==> config.mk <==
export PLATFORM = sky130hd
export DESIGN_NAME = fir_sync_fifo_param
export DESIGN_NICKNAME = d
export VERILOG_FILES = /design/src/rtl/fir_sync_fifo_param.sv
export SDC_FILE = /design/constraint.sdc
export NUM_CORES = 1
export LEC_CHECK = 0
export CAP_MARGIN = 20
export CORE_UTILIZATION = 35
export CTS_CLUSTER_DIAMETER = 40
export DETAILED_ROUTE_END_ITERATION = 6
export HOLD_SLACK_MARGIN = 0.12
export SETUP_SLACK_MARGIN = 0.2
export SLEW_MARGIN = 20
export SYNTH_ARGS = -nofsm -noshare
export SYNTH_HDL_FRONTEND = slang
export SYNTH_SLANG_ARGS = --single-unit
==> constraint.sdc <==
create_clock -name clk -period 3.45 [get_ports clk]
set_input_delay 0.69 -clock clk [delete_from_list [all_inputs] [get_ports clk]]
set_output_delay 0.69 -clock clk [all_outputs]
set_load 0.01 [all_outputs]
==> src/rtl/fir_sync_fifo_param.sv <==
// -----------------------------------------------------------------------------
// fir_sync_fifo_param
//   Single-clock FIFO that buffers signed FIR samples between a producer
//   (e.g. ADC capture) and the FIR core input stage. Width, depth and the
//   almost-full / almost-empty thresholds are parameters. Occupancy, threshold
//   flags and sticky overflow / underflow flags are all registered.
//
// Build option
//   FIR_FIFO_FWFT_EN  undefined : standard read, dout registered, 1 clk latency
//                     defined   : first-word-fall-through, dout shows the head
//                                 word while not empty, ren acknowledges it
//
// Ports
//   clk           in   1         clock, all logic on posedge
//   rst           in   1         synchronous reset, active-high
//   wen           in   1         write request
//   din           in   WIDTH     signed write data
//   full          out  1         level == DEPTH
//   almost_full   out  1         level >= AF_THRESH
//   ren           in   1         read request (head acknowledge in FWFT)
//   dout          out  WIDTH     signed read data
//   empty         out  1         level == 0
//   almost_empty  out  1         level <= AE_THRESH
//   level         out  ADDR_W+1  occupancy 0..DEPTH
//   err_clr       in   1         clears ovf / udf
//   ovf           out  1         sticky: write attempted while full
//   udf           out  1         sticky: read attempted while empty
// -----------------------------------------------------------------------------
module fir_sync_fifo_param #(
    parameter int WIDTH     = 16,
    parameter int DEPTH     = 64,
    parameter int ADDR_W    = 6,
    parameter int AF_THRESH = 56,
    parameter int AE_THRESH = 8
) (
    input  logic                     clk,
    input  logic                     rst,
    input  logic                     wen,
    input  logic signed [WIDTH-1:0]  din,
    output logic                     full,
    output logic                     almost_full,
    input  logic                     ren,
    output logic signed [WIDTH-1:0]  dout,
    output logic                     empty,
    output logic                     almost_empty,
    output logic [ADDR_W:0]          level,
    input  logic                     err_clr,
    output logic                     ovf,
    output logic                     udf
);

    localparam logic [ADDR_W:0]   LP_DEPTH = (ADDR_W+1)'(DEPTH);
    localparam logic [ADDR_W:0]   LP_AF    = (ADDR_W+1)'(AF_THRESH);
    localparam logic [ADDR_W:0]   LP_AE    = (ADDR_W+1)'(AE_THRESH);
    localparam logic [ADDR_W:0]   LP_ONE   = (ADDR_W+1)'(1);
    localparam logic [ADDR_W-1:0] LP_PINC  = ADDR_W'(1);

    logic signed [WIDTH-1:0] r_mem [DEPTH];

    logic [ADDR_W-1:0] r_wr_ptr;
    logic [ADDR_W-1:0] r_rd_ptr;
    logic [ADDR_W:0]   r_level;
    logic              r_full;
    logic              r_empty;
    logic              r_almost_full;
    logic              r_almost_empty;
    logic              r_ovf;
    logic              r_udf;

    logic              w_wr_acc;
    logic              w_rd_acc;
    logic [ADDR_W:0]   w_level_nxt;

    // Acceptance uses the registered flags only, so a same-cycle read never
    // makes room for a write when full, and a same-cycle write never feeds a
    // read when empty.
    assign w_wr_acc = wen && !r_full;
    assign w_rd_acc = ren && !r_empty;

    always_comb begin
        w_level_nxt = r_level;
        if (w_wr_acc && !w_rd_acc) begin
            w_level_nxt = r_level + LP_ONE;
        end else if (w_rd_acc && !w_wr_acc) begin
            w_level_nxt = r_level - LP_ONE;
        end
    end

    // Storage has no reset; after rst the pointers make old contents unreachable.
    always_ff @(posedge clk) begin
        if (!rst && w_wr_acc) begin
            r_mem[r_wr_ptr] <= din;
        end
    end

    // Pointers, occupancy and flags; all flags derive from the next level so
    // they move on the same edge as the pointers.
    always_ff @(posedge clk) begin
        if (rst) begin
            r_wr_ptr       <= '0;
            r_rd_ptr       <= '0;
            r_level        <= '0;
            r_full         <= 1'b0;
            r_empty        <= 1'b1;
            r_almost_full  <= 1'b0;
            r_almost_empty <= 1'b1;
            r_ovf          <= 1'b0;
            r_udf          <= 1'b0;
        end else begin
            if (w_wr_acc) begin
                r_wr_ptr <= r_wr_ptr + LP_PINC;
            end
            if (w_rd_acc) begin
                r_rd_ptr <= r_rd_ptr + LP_PINC;
            end
            r_level        <= w_level_nxt;
            r_full         <= (w_level_nxt == LP_DEPTH);
            r_empty        <= (w_level_nxt == '0);
            r_almost_full  <= (w_level_nxt >= LP_AF);
            r_almost_empty <= (w_level_nxt <= LP_AE);
            // A new error in the clearing cycle wins over err_clr.
            r_ovf          <= (wen && r_full)  || (r_ovf && !err_clr);
            r_udf          <= (ren && r_empty) || (r_udf && !err_clr);
        end
    end

`ifdef FIR_FIFO_FWFT_EN
    // Head word is visible combinationally; it is don't-care while empty.
    assign dout = r_mem[r_rd_ptr];
`else
    logic signed [WIDTH-1:0] r_dout;

    // Registered read: loads on an accepted read, holds otherwise.
    always_ff @(posedge clk) begin
        if (rst) begin
            r_dout <= '0;
        end else if (w_rd_acc) begin
            r_dout <= r_mem[r_rd_ptr];
        end
    end

    assign dout = r_dout;
`endif

    assign full         = r_full;
    assign empty        = r_empty;
    assign almost_full  = r_almost_full;
    assign almost_empty = r_almost_empty;
    assign level        = r_level;
    assign ovf          = r_ovf;
    assign udf          = r_udf;

endmodule

==> summary.txt, run 1 <==
Timing
  – Max Slew Vio Count: 0
  – Final period utilization: 83.95%
  – Worst Skew: 0.05414 ns
  – Final Critical Period: 2.896 ns
  – RSZ-0062 raised after global routing: no
  – Worst slew margin: 37.46%
  – Worst slew pin tran: 0.9371 ns
  – Setup TNS: 0 ns
  – Setup violators final: 0
  – Hold Vio Cnt, Final: 0
  – Maximum clock frequency: ~350 MHz

CTS
  – CTS Buf Count: 119
  – H-tree levels: 3
  – Postcts setup bufs: 0
  – Clk_lat worst skew: 0.69 ns
  – # resized after CTS: 0
  – Cts hold-fix bufs: 0
  – CTS tree: built
  – Maximum clock path buffer count: 3
  – Sink Count: 1065
  – CTS root buffer: clkbuf_16
  – CTS clk-pin slew, worst paths: around 0.060 ns

Global routing
  – Gr usage total: 17.42%
  – Vias in the first global route: 20990
  – Global-route wire length before repair: 149200 µm
  – Initial antenna violation count: 6
  – Total congestion overflow: 0
  – Largest net degree at the start of global routing: 65

Yosys
  – Seq/Total Area, Yosys: 76.74%
  – Synth Cell Area: around 41000 µm²
  – Synth Area per Inst: a little over 20 µm²
  – Post-Synthesis Cells: 2031
  – Library cells used by synthesis: 51
  – Syn. warnings: 0
  – EDFF count, synth: 1024
  – Yosys reg bits: about 1100
  – Asr flop ratio synth: 0%
  – Syn Nets: 2056
  – Dominant synthesized flop cell: edfxtp_1

Floorplanning
  – IO Pins: 50
  – Row count: 125
  – Die Ht: 344.8 µm
  – Full die area: 118900 µm²
  – Core Footprint: 116400 µm²
  – Starting Density: between 30 and 40%
  – Chip width: about 340 µm

Hold path
  – Worst hold-check path type: in -> reg
  – Hold_sp: din[11]
  – WHS Path Cells: 1
  – WHS Endpoint: r_mem[3][11]$_DFFE_PP_

Layout
  – Non-filler cells, final: 3868
  – Fill cell count: 10100
  – Layout cells sized above 1: 25.39%
  – Layout area overhead: 17.79%
  – Layout Nets: 2267

Drt
  – DRC errors left: 0
  – DR vias/cell: around 5.4
  – Remaining antenna violation count: 0
  – Routed wire length: a little over 100000 µm
  – Vias: 20900
  – Initial DRC Count: 2364
  – Drt pass-1 iters: 5
  – Wire length per cell: 26.67 µm

Setup path
  – Worst path max stage delay: 0.66 ns
  – Reg-to-reg startpoint: r_rd_ptr[0]$_SDFFE_PP0P_
  – CP Launch Type: flop
  – Worst path top cell family by delay: compound AO/OA/AOI/OAI gates
  – Critical Path Source: r_rd_ptr[0]$_SDFFE_PP0P_
  – R2r setup slk: 0.55 ns
  – Critical path class: reg -> reg
  – Cell Chain, Critical Path: buf_12 -> buf_4 -> mux2i_1 -> o221ai_1 -> a21oi_1 -> a221oi_1 -> a221o_1
  – Buffers & Inverters on Critical Path: 2
  – Worst reg-to-reg path cell count: 7
  – Worst Setup End Kind: flop
  – R2R Path End: dout[13]$_SDFFE_PP0P_
  – Worst path slowest cell: a221oi_1
  – Worst endpoint required time: 4.07 ns
  – Arrival time at the worst endpoint: 3.52 ns
  – CP Max Fanout: 31

Pwr
  – Clk pwr share: 43.3%
  – Gate power share: between 8 and 9%
  – Switching power total: 6.742 mW
  – Sw frac: 22.51%
  – Internal: 23.21 mW
  – Pwr Density: 618.1 nW/µm²
  – Lkg Pwr: 14.92 nW
  – VDD IR max: 0.4237 mV
  – Flop pwr share: 48.0%

Placement
  – Final HPWL DP: 65520 µm
  – Port Buffers: 49
  – Inst Count DP: 3645
  – RePlAce Congestion: roughly 0.90

Outcome
  – Status: finished, final reports clean

Run
  – Max-Cap Viols: 0
[synth_stat cells, types with 9 or more instances]
cell       instances  area share, %
buf_2             31           0.38
mux2i_1          175            4.3
and3_1            15           0.23
buf_1             12           0.11
nand3_1            9           0.11
o21ai_0           38           0.46
nor3_1             9           0.11
mux4_2           192             11
o221ai_1          34           0.72
nand2_1           40           0.36
a32o_1            15           0.36
o21ai_1            9           0.11
clkbuf_1          60           0.55
a211oi_1          14           0.26
a22oi_1           21           0.38
nor2_1            97           0.89
a2111oi_0          9           0.19
a2111oi_2          9           0.33
dfxtp_1           41            2.0
edfxtp_1        1024             75
o22ai_1           30           0.46
a21oi_1           48           0.58
[metrics by stage]
stage	utilization (%)	worst slack [ns]	instance area (µm²)	hold WS [ns]	total power, mW
floorplan	-	0.5267	41140	0.4803	16.30
global placement	38.09	0.1345	44330	0.4806	17.23
detailed placement	38.09	0.1431	44330	0.5125	17.27
CTS	41.64	0.5809	48450	0.2322	30.21
global route	41.64	0.4970	48450	0.2518	30.85
finish	41.64	0.5538	48460	0.2760	29.95
[worst max-delay path by stage]
stage	end	slack, ns	cells after the start
floorplan	r_mem[52][0]$_DFFE_PP_	0.53	4
global placement	r_mem[41][9]$_DFFE_PP_	0.13	6
detailed placement	r_mem[40][6]$_DFFE_PP_	0.14	5
CTS	dout[13]$_SDFFE_PP0P_	0.58	7
global route	dout[13]$_SDFFE_PP0P_	0.50	7
finish	dout[13]$_SDFFE_PP0P_	0.55	7
[metal layers]
layer / GRT usage [%] / vias up / share of wire [%]
met5: 0 / - / 0.053
met4: 4.708 / 8 / 2.2
met3: 2.825 / 141 / 7.0
met2: 27.97 / 808 / 48
met1: 24.62 / 11040 / 43
li1: - / 8902 / -
[registers in the layout (all words and copies together), names as in the netlist, 6 cells and up]
signal    cells
dout         16
r_rd_ptr      6
level         7
r_mem      1024
r_wr_ptr      6
[cell usage in the layout, fill, tap and decap left out, types with 14 or more instances in the layout]
cell,count
edfxtp_1,1024
mux4_2,192
mux2i_1,175
buf_4,147
clkbuf_16,121
nor2_1,97
a21oi_1,48
nand2_1,40
o21ai_0,38
dfxtp_1,37
o221ai_1,34
clkdlybuf4s50_1,33
o22ai_1,30
a22oi_1,21
inv_6,17
bufinv_16,17
clkinv_2,17
buf_12,17
and3_1,15
a32o_1,15
clkbuf_1,15
a211oi_1,14
buf_2,14
[power groups by stage]
stage	sequential (mW)	clock [mW]	combinational [mW]
floorplan	14.6	0	1.71
detailed placement	14.6	0	2.64
global placement	14.6	0	2.60
finish	14.4	13.0	2.60
global route	14.4	13.7	2.78
CTS	14.4	13.2	2.64
[cell families (layout without fill, tap and decap cells)]
family	after synthesis	count (layout)	synth area share, %
flip-flops	1065	1065	76.74
other	0	1	0
buffers and inverters	129	441	1.563
AO/OA/AOI/OAI	247	247	4.264
XOR/XNOR	10	10	0.2129
adder cells (fa/ha/maj)	4	4	0.1217
multiplexers	367	367	14.77
AND/OR/NAND/NOR	209	209	2.327
[layout make-up]
type	instances	area (µm²)	area share, %
Sequential cell	1065	31580	65.18
Clock buffer	136	3084	6.365
Timing Repair Buffer	211	1844	3.806
Clock inverter	86	1039	2.143
Multi-Input combinational cell	837	8967	18.51
Inverter	8	30.03	0.06197
Tap cell	1524	1907	3.935
Antenna cell	1	2.502	0.005164
No activity file was read; power rests on OpenSTA's default activity.
==> run 2: changes to the inputs <==
==> constraint.sdc (replaced) <==
create_clock -name clk -period 2.35 [get_ports clk]
set_input_delay 0.47 -clock clk [delete_from_list [all_inputs] [get_ports clk]]
set_output_delay 0.47 -clock clk [all_outputs]
set_load 0.01 [all_outputs]
==> summary.txt, run 2 (same netlist as run 1, synthesis figures left out) <==
Run
  – Max-Cap Viols: 0

Layout
  – Post-route cell area: 52180 µm²
  – Largest register FFs: 1024
  – Layout area overhead: 26.83%
  – Fill cell count: 9739
  – Most frequent cells in the layout: 1024 x edfxtp_1, 192 x mux4_2, 176 x buf_4
  – Leading cell type in the layout, fill and taps excluded: edfxtp_1
  – Fin util: 44.84%
  – Top reg by flops: r_mem
  – Layout cells sized above 1: 34.70%
  – Layout Nets: between 2000 and 2500
  – Area of the multi-input gates: 9459 µm²
  – FF+latch area: roughly 32000 µm²
  – Non-filler cells, final: between 4000 and 5000

Floorplanning
  – Full die area: 118900 µm²
  – Chip width: 344.8 µm
  – Core Footprint: 116400 µm²
  – IO Pins: 50
  – Row count: 125
  – Starting Density: 35.35%
  – Die Ht: between 300 and 400 µm

Setup path
  – Worst path max stage delay: ~0.55 ns
  – CP Launch Type: flop
  – Cell Chain, Critical Path: buf_12 -> buf_12 -> mux4_2 -> mux2i_2 -> o21ai_0 -> buf_4 -> a32o_1
  – Worst Setup End Kind: flop
  – Worst path slowest cell: mux4_2
  – Critical path class: reg -> reg
  – Levels on crit path: 7
  – Most frequent CP cell: buf_12
  – Worst path top cell family by delay: multiplexers
  – CP Max Fanout: 8
  – Arrival time at the worst endpoint: 2.95 ns
  – Worst reg-to-reg path cell count: 7
  – Worst endpoint required time: 2.96 ns
  – Buffers & Inverters on Critical Path: 3

Hold path
  – Worst hold-check path type: in -> reg
  – WHS Path Cells: 1

Pwr
  – Switching power total: about 11 mW
  – Internal: 36.75 mW
  – Clk pwr share: 44.4%
  – Gate power share: approximately 11%
  – Lkg Pwr: 16.60 nW
  – VDD IR max: ~0.6 mV
  – Flop pwr share: 44.3%
  – Pwr Density: ~900 nW/µm²
  – Sw frac: 22.79%
  – Pwr Total: 47.60 mW

Drt
  – Routed wire length: 108700 µm
  – DR vias/cell: between 5 and 6
  – DRC errors left: 0
  – Initial DRC Count: 2170
  – Vias: 21710
  – Drt pass-1 iters: 7
  – Remaining antenna violation count: 0
  – Wire length per cell: 26.87 µm

Timing
  – Worst slew margin: 41.66%
  – Worst slew pin tran: 0.8752 ns
  – Setup violators final: 0
  – Final WS setup: 0.006479 ns
  – RSZ-0062 raised after global routing: yes
  – Max Slew Vio Count: 0
  – Setup TNS: 0 ns
  – Hold WS: between 0.15 and 0.2 ns
  – Final Critical Period: between 2 and 2.5 ns
  – Hold Vio Cnt, Final: 0
  – Final period utilization: 99.72%
  – Maximum clock frequency: 426.7 MHz
  – Worst Skew: 0.02378 ns

Placement
  – Final HPWL DP: 66150 µm
  – DP Worst Slack: -0.3207 ns
  – RePlAce Congestion: ~0.89
  – Placed Area: around 46000 µm²
  – Inst Count DP: 3754
  – Port Buffers: between 40 and 50

CTS
  – Sink Count: 1065
  – Maximum clock path buffer count: 3
  – CTS Buf Count: 135
  – CTS root buffer: clkbuf_16
  – CTS clk-pin slew, worst paths: about 0.06 ns
  – Cts hold-fix bufs: 0
  – CTS tree: built
  – Clk_lat worst skew: 0.72 ns
  – H-tree levels: 4

Global routing
  – Total congestion overflow: 0
  – Initial antenna violation count: 8
  – Global-route wire length before repair: 155700 µm
  – Gr usage total: 18.31%
  – Vias in the first global route: 22180
  – Largest net degree at the start of global routing: 65

Outcome
  – Status: finished, final reports clean
[run 2: cell types whose count changed in the layout (fill, tap and decap cells not counted), sizes merged]
cell / before / now
bufbuf: 0 / 2
clkinv: 37 / 42
clkdlybuf4s50: 33 / 8
dlymetal6s2s: 0 / 4
buf: 178 / 331
dlygate4sd2: 0 / 21
clkbuf: 136 / 152
clkinvlp: 9 / 12
inv: 31 / 26
bufinv: 17 / 19
[run 2: worst register-to-register path: cells and delay by family, from the launching register on]
family | cells | cell delay (ns)
muxes | 2 | 0.77
AOI/OAI and AO/OA | 2 | 0.44
DFF | 1 | 0.43
buffers and inverters | 3 | 0.59
[run 2: path summary, 6_finish.rpt]
check | startpoint | end | slack, ns
setup reg to reg | r_rd_ptr[0]$_SDFFE_PP0P_ | dout[2]$_SDFFE_PP0P_ | 0.006
setup / recovery | r_rd_ptr[0]$_SDFFE_PP0P_ | dout[2]$_SDFFE_PP0P_ | 0.006
hold reg to reg | ovf$_SDFF_PP0_ | ovf$_SDFF_PP0_ | 0.50
hold / removal | din[5] | r_mem[19][5]$_DFFE_PP_ | 0.17
[run 2: cell type report]
class | instances | area share [%]
Sequential cell | 1065 | 60.58
Clock buffer | 151 | 6.772
Clock inverter | 91 | 2.151
Tap cell | 1524 | 3.655
Antenna cell | 1 | 0.004796
Timing Repair Buffer | 367 | 8.647
Inverter | 8 | 0.05755
Multi-Input combinational cell | 837 | 18.13
[run 2: layer usage]
| metal | share of wire [%] | vias up | GRT usage (%) |
|---|---|---|---|
| li1 | - | 9254 | - |
| met3 | 7.3 | 181 | 4.431 |
| met2 | 48 | 826 | 29.23 |
| met1 | 41 | 11450 | 24.43 |
| met4 | 3.2 | 6 | 6.489 |
| met5 | 0.038 | - | 0 |
[run 2: power by group through the flow]
stage / registers (mW) / clock network (mW) / logic [mW]
6_report: 21.1 / 21.1 / 5.40
3_5_place_dp: 21.4 / 0 / 4.59
2_1_floorplan: 21.4 / 0 / 2.51
4_1_cts: 21.1 / 21.4 / 5.22
3_3_place_gp: 21.4 / 0 / 4.54
5_1_grt: 21.1 / 22.2 / 5.67
[run 2: repair_timing]
action,in CTS,in global routing
pin swaps,12,10
setup endpoints to repair,41,93
resized for setup,131,62
endpoints found under the hold margin,0,0
gates cloned,9,1
buffers inserted,24,13
